===== src/rtl/acl_sampler.sv =====
// rtl/acl_sampler.sv - ADXL362 SPI sampler: one-time configuration, then periodic XYZ reads
//
// Purpose: after reset, writes POWER_CTL=0x02 (measurement mode) once, then every
// SAMPLE_PERIOD clk cycles reads XDATA/YDATA/ZDATA and publishes the top five bits
// of each axis as one packed word.
//
// Ports:
//   clk        in   system clock, all logic on the rising edge
//   rst        in   synchronous active-high reset
//   miso       in   sensor serial data out, sampled directly
//   sclk       out  SPI clock, mode 0, idles low
//   mosi       out  SPI data to the sensor
//   cs_n       out  active-low chip select
//   acl_data   out  {X[7:3], Y[7:3], Z[7:3]}, 5-bit two's complement fields
//   data_valid out  one-cycle pulse when acl_data updates

module acl_sampler #(
  parameter int CLK_DIV       = 50,
  parameter int SAMPLE_PERIOD = 100_000
) (
  input  logic        clk,
  input  logic        rst,
  input  logic        miso,
  output logic        sclk,
  output logic        mosi,
  output logic        cs_n,
  output logic [14:0] acl_data,
  output logic        data_valid
);

  localparam int DIV_W = $clog2(CLK_DIV + 1);
  localparam int TMR_W = $clog2(SAMPLE_PERIOD);

  localparam logic [DIV_W-1:0] DIV_LAST = DIV_W'(CLK_DIV - 1);
  localparam logic [TMR_W-1:0] TMR_LAST = TMR_W'(SAMPLE_PERIOD - 1);

  // Outgoing frames are left-aligned in a 40-bit shifter; unused tail bits are 0,
  // which also keeps mosi low while read data is clocked in.
  localparam logic [39:0] CFG_FRAME  = {24'h0A2D02, 16'h0000};
  localparam logic [39:0] READ_FRAME = {8'h0B, 8'h08, 24'h000000};
  localparam logic [5:0]  CFG_BITS   = 6'd24;
  localparam logic [5:0]  READ_BITS  = 6'd40;
  localparam logic [5:0]  RX_FIRST   = 6'd16;

  typedef enum logic [2:0] {CFG, CFG_GAP, WAIT, READ, DONE} state_t;

  state_t             r_state;
  logic               r_active;
  logic [DIV_W-1:0]   r_div;
  logic               r_high;
  logic [5:0]         r_bit;
  logic [39:0]        r_tx;
  logic [23:0]        r_rx;
  logic [TMR_W-1:0]   r_timer;
  logic               r_sclk;
  logic               r_mosi;
  logic               r_cs_n;
  logic [14:0]        r_data;
  logic               r_valid;

  logic [5:0]         w_nbits;
  logic [5:0]         w_bit_next;
  logic               w_div_wrap;
  logic               w_start;
  logic [39:0]        w_frame;

  assign w_nbits    = (r_state == READ) ? READ_BITS : CFG_BITS;
  assign w_bit_next = r_bit + 6'd1;
  assign w_div_wrap = (r_div == DIV_LAST);
  assign w_frame    = (r_state == CFG) ? CFG_FRAME : READ_FRAME;

  // A transaction starts on the edge that pulls cs_n low, so the first low cycle
  // already carries bit 0 on mosi. READ starts are timed from the previous start.
  assign w_start = ((r_state == CFG) && !r_active) ||
                   ((r_state == CFG_GAP) && w_div_wrap) ||
                   ((r_state == WAIT) && (r_timer == TMR_LAST));

  always_ff @(posedge clk) begin
    if (rst) begin
      r_state  <= CFG;
      r_active <= 1'b0;
      r_div    <= '0;
      r_high   <= 1'b0;
      r_bit    <= '0;
      r_tx     <= '0;
      r_rx     <= '0;
      r_timer  <= '0;
      r_sclk   <= 1'b0;
      r_mosi   <= 1'b0;
      r_cs_n   <= 1'b1;
      r_data   <= '0;
      r_valid  <= 1'b0;
    end else begin
      r_valid <= 1'b0;
      r_timer <= r_timer + 1'b1;
      if (w_start) begin
        r_active <= 1'b1;
        r_cs_n   <= 1'b0;
        r_sclk   <= 1'b0;
        r_div    <= '0;
        r_high   <= 1'b0;
        r_bit    <= '0;
        r_mosi   <= w_frame[39];
        r_tx     <= {w_frame[38:0], 1'b0};
        if (r_state != CFG) begin
          r_state <= READ;
          r_timer <= '0;
        end
      end else begin
        case (r_state)
          CFG, READ: begin
            if (r_active) begin
              r_div <= w_div_wrap ? '0 : r_div + 1'b1;
              if (w_div_wrap) begin
                if (r_bit == w_nbits) begin
                  // Tail of CLK_DIV low cycles after the last falling edge is over.
                  r_cs_n   <= 1'b1;
                  r_active <= 1'b0;
                  r_state  <= (r_state == CFG) ? CFG_GAP : DONE;
                end else if (!r_high) begin
                  r_high <= 1'b1;
                  r_sclk <= 1'b1;
                  // miso has been stable for the whole low phase; take it on the rising edge.
                  if ((r_state == READ) && (r_bit >= RX_FIRST)) begin
                    r_rx <= {r_rx[22:0], miso};
                  end
                end else begin
                  r_high <= 1'b0;
                  r_sclk <= 1'b0;
                  r_bit  <= w_bit_next;
                  r_mosi <= (w_bit_next < w_nbits) ? r_tx[39] : 1'b0;
                  r_tx   <= {r_tx[38:0], 1'b0};
                end
              end
            end
          end
          CFG_GAP: begin
            r_div <= r_div + 1'b1;
          end
          DONE: begin
            r_data  <= {r_rx[23:19], r_rx[15:11], r_rx[7:3]};
            r_valid <= 1'b1;
            r_state <= WAIT;
          end
          WAIT: begin
          end
          default: begin
            r_state <= CFG;
          end
        endcase
      end
    end
  end

  assign sclk       = r_sclk;
  assign mosi       = r_mosi;
  assign cs_n       = r_cs_n;
  assign acl_data   = r_data;
  assign data_valid = r_valid;

endmodule

===== config.mk =====
export PLATFORM = sky130hd
export DESIGN_NAME = acl_sampler
export DESIGN_NICKNAME = d
export VERILOG_FILES = /design/src/rtl/acl_sampler.sv
export SDC_FILE = /design/constraint.sdc
export NUM_CORES = 1
export LEC_CHECK = 0
export ABC_AREA = 0
export CAP_MARGIN = 5
export CORE_MARGIN = 2
export CORE_UTILIZATION = 53
export DETAILED_ROUTE_END_ITERATION = 10
export PLACE_DENSITY = 0.75
export SYNTH_ARGS = -nofsm -noshare
export SYNTH_HDL_FRONTEND = slang
export SYNTH_SLANG_ARGS = --single-unit
export TNS_END_PERCENT = 1

===== constraint.sdc =====
create_clock -name clk -period 1.9 [get_ports clk]
set_clock_uncertainty 0.05 [all_clocks]
set_input_delay 0.38 -clock clk [delete_from_list [all_inputs] [get_ports clk]]
set_output_delay 0.38 -clock clk [all_outputs]
set_load 0.02 [all_outputs]

==> metrics.yaml, run 1 <==
status: "finished with violations"
violations: "negative setup slack"
drtPass1Iterations: 4
antennaDiodeCount: 0
n_fill_cell: 536
syn_to_final_growth_pct: 26.5
slew-limit-headroom: 0.645
initialDrtViolationCount: 155
power_mw: 3.73
portBuffers: 21
dr_total_vias: 3348
ios: 22
syn_area_um2: 4060
pwr-share-seq: 0.560
setup_viol: 44
synth-edff-count: 0
cts_tree: "done"
fp-row-count: 31
synth_cells: 472
ys_warn_count: 0
crit_type: "reg -> reg"
p_clk_frac: 0.391
synth.net_count: 482
grt_pass1_wl_mm: 14.4
clock_path_buffers: 2
hpwl_mm: 5.45
initial_core_util: 0.553
p_sw_frac: 0.224
power.leakage_nw: 1.85
grtUsageTotal: 0.209
cpLargestDelayFamily: "simple AND/OR/NAND/NOR gates"
critPathRequiredTime_ns: 2.09
antenna_found_initial: 0
via_per_inst: 5.26
grt_start_max_net_pins: 54
hp-class: "in -> reg"
clkTransAtPathRegs_ns: 0.09
fin_crit_ns: 1.96
num-nets-final: 542
p_comb_frac: 0.049
seq_area_frac_synth: 0.484
clockRootBuffer: "clkbuf_8"
dieArea_um2: 8370
die_w_um: 91.5
slowest_stage: "or4_4"
arrival_ns: 2.14
fin_cells: 636
drc: 0
gp_congestion: 0.786
grt_pass1_vias: 3203
switchingPower_mw: 0.838
antenna_left: 0
crit_buf_inv: 2
p_int_mw: 2.90
drive_gt1_frac: 0.218
worst_pin_slew_ns: 0.533
die_h_um: 91.5
fin_ws_ns: -0.0580
start_kind: "flip-flop"
cp_cell_sequence: "inv_2, ha_4, and4bb_2, nand3_2, or4_4, clkbuf_16, nand2_1, a21oi_1"
wl_mm: 8.53
fp.coreArea_um2: 7330
grt-ovfl-total: 0
period_share: 1.03
max_freq_ghz: 0.511
powerDensity_nw_per_um2: 728
drv_slew: 0
cts_buffers: 9
cp_max_fo: 6
vdd_drop_max_uv: 520
place_inst: 615
worstSkewPairLatency_ns: 0.36
synthFlopType: "dfxtp_1"
synth_seq_cells: 98
crit_path_max_incr_delay_ns: 0.62
clock-sinks: 98
drt-wirelength-per-cell_um: 13.4
hold_viol_final: 0
rsz0062_at_grt: "yes"
cp-end-kind: "flip-flop"
ys_types: 54
fin_util: 0.700
htree_levels: 3
avgSynthCellArea_um2: 8.59
synth-async-reset-ratio: 0
pre_cts_ws_ns: -0.0520
maxCapViolations: 0
[cells in the mapped netlist, types with 3 or more instances]
master,count,area [µm²]
nand2_1,117,439
dfxtp_1,98,1960
a21oi_1,59,295
nor2_1,36,135
xor2_1,17,149
clkbuf_1,12,45.0
xnor2_1,12,105
inv_1,10,37.5
buf_2,9,45.0
nand3_1,9,45.0
and3_1,7,43.8
ha_1,7,87.6
nand4_1,7,43.8
o22ai_1,7,43.8
nor3_1,5,25.0
nor4_1,4,25.0
o21ai_0,4,20.0
buf_4,3,22.5
nor2b_1,3,18.8
o221a_2,3,33.8
or3_1,3,18.8
[sequential cells by signal (all words and copies together), names as in the netlist, 3 cells and up]
signal	flops
acl_data	15
r_bit	6
r_div	6
r_rx	24
r_state	3
r_timer	17
r_tx	22
[layout make-up]
class,count,area (µm²),area share
clock inverters,4,55.1,0.0107
inverters,10,37.5,0.00732
clock buffers,12,166,0.0324
flip-flops and latches,98,1980,0.386
well taps,99,124,0.0241
repair buffers,76,751,0.146
multi-input cells,337,2020,0.393
[final timing paths]
| path | startpoint | end | slack, ns | cells past startpoint |
|---|---|---|---|---|
| setup / recovery | r_div[1] | r_rx[13] | -0.06 | 8 |
| hold / removal | rst | cs_n | 0.39 | 4 |
| setup reg to reg | r_div[1] | r_rx[13] | -0.06 | 8 |
| hold reg to reg | r_tx[23] | r_tx[24] | 0.41 | 2 |
[power by group through the flow]
stage / combinational [mW] / sequential (mW) / clock [mW]
floorplan: 0.0995 / 2.14 / 0
global placement: 0.167 / 2.14 / 0
detailed placement: 0.171 / 2.14 / 0
CTS: 0.184 / 2.09 / 1.49
global route: 0.201 / 2.09 / 1.56
finish: 0.184 / 2.09 / 1.46
[layer usage]
layer  share of wire  GRT usage
met1            0.47      0.270
met2            0.49      0.343
met3           0.025     0.0465
met4           0.012     0.0770
met5               0          0
[worst min-delay path, cell delays in order]
cell,delay [ns]
buf_2,0.09
inv_1,0.06
buf_4,0.17
o21ai_0,0.07
[cell families after synthesis]
group,after synthesis,share of synthesized area
AOI/OAI and AO/OA,89,0.139
xor gates and xnor gates,29,0.0626
adders and majority gates,7,0.0216
buffers and inverters,37,0.0435
DFF,98,0.484
muxes,1,0.00339
and+or+nand+nor,211,0.246
[through the flow]
stage | instance area (µm²) | hold slack, ns | TNS [ns]
floorplan | 4120 | 0.376 | -1.03
global placement | 4700 | 0.386 | -0.248
detailed placement | 4700 | 0.395 | -1.38
CTS | 5030 | 0.383 | -0.191
global route | 5130 | 0.424 | -3.69
finish | 5130 | 0.388 | -0.996
[cell usage in the layout (no fill, tap or decap), drive strengths merged, types with 10 or more instances in the layout]
cell type      netlist  final
nand2              118    118
dfxtp               98     98
a21oi               59     59
buf                 15     53
nor2                36     36
clkdlybuf4s50        0     20
xor2                17     17
clkbuf              12     14
xnor2               12     12
inv                 10     11
nand3               10     10
[what timing repair did]
item,in CTS,in global routing
gates cloned,2,2
hold endpoints to repair,0,0
hold buffers,0,0
pin swaps,4,5
gates resized for setup,13,18
setup endpoints to repair,46,70
setup buffers,1,1
No activity file was read; power rests on OpenSTA's default activity.
==> run 2: changes to the inputs <==
--- a/config.mk
+++ b/config.mk
@@ -5,7 +5,6 @@
 export SDC_FILE = /design/constraint.sdc
 export NUM_CORES = 1
 export LEC_CHECK = 0
-export ABC_AREA = 0
 export CAP_MARGIN = 5
 export CORE_MARGIN = 2
 export CORE_UTILIZATION = 53
==> results of run 2 <==
Final layout, timing and power as in run 1 (identical DEF).
==> run 3: changes to the inputs <==
--- a/config.mk
+++ b/config.mk
@@ -9,6 +9,7 @@
 export CORE_MARGIN = 2
 export CORE_UTILIZATION = 53
 export DETAILED_ROUTE_END_ITERATION = 10
+export HOLD_SLACK_MARGIN = 0.03
 export PLACE_DENSITY = 0.75
 export SYNTH_ARGS = -nofsm -noshare
 export SYNTH_HDL_FRONTEND = slang
==> results of run 3 <==
Final layout, timing and power as in run 1 (identical DEF).
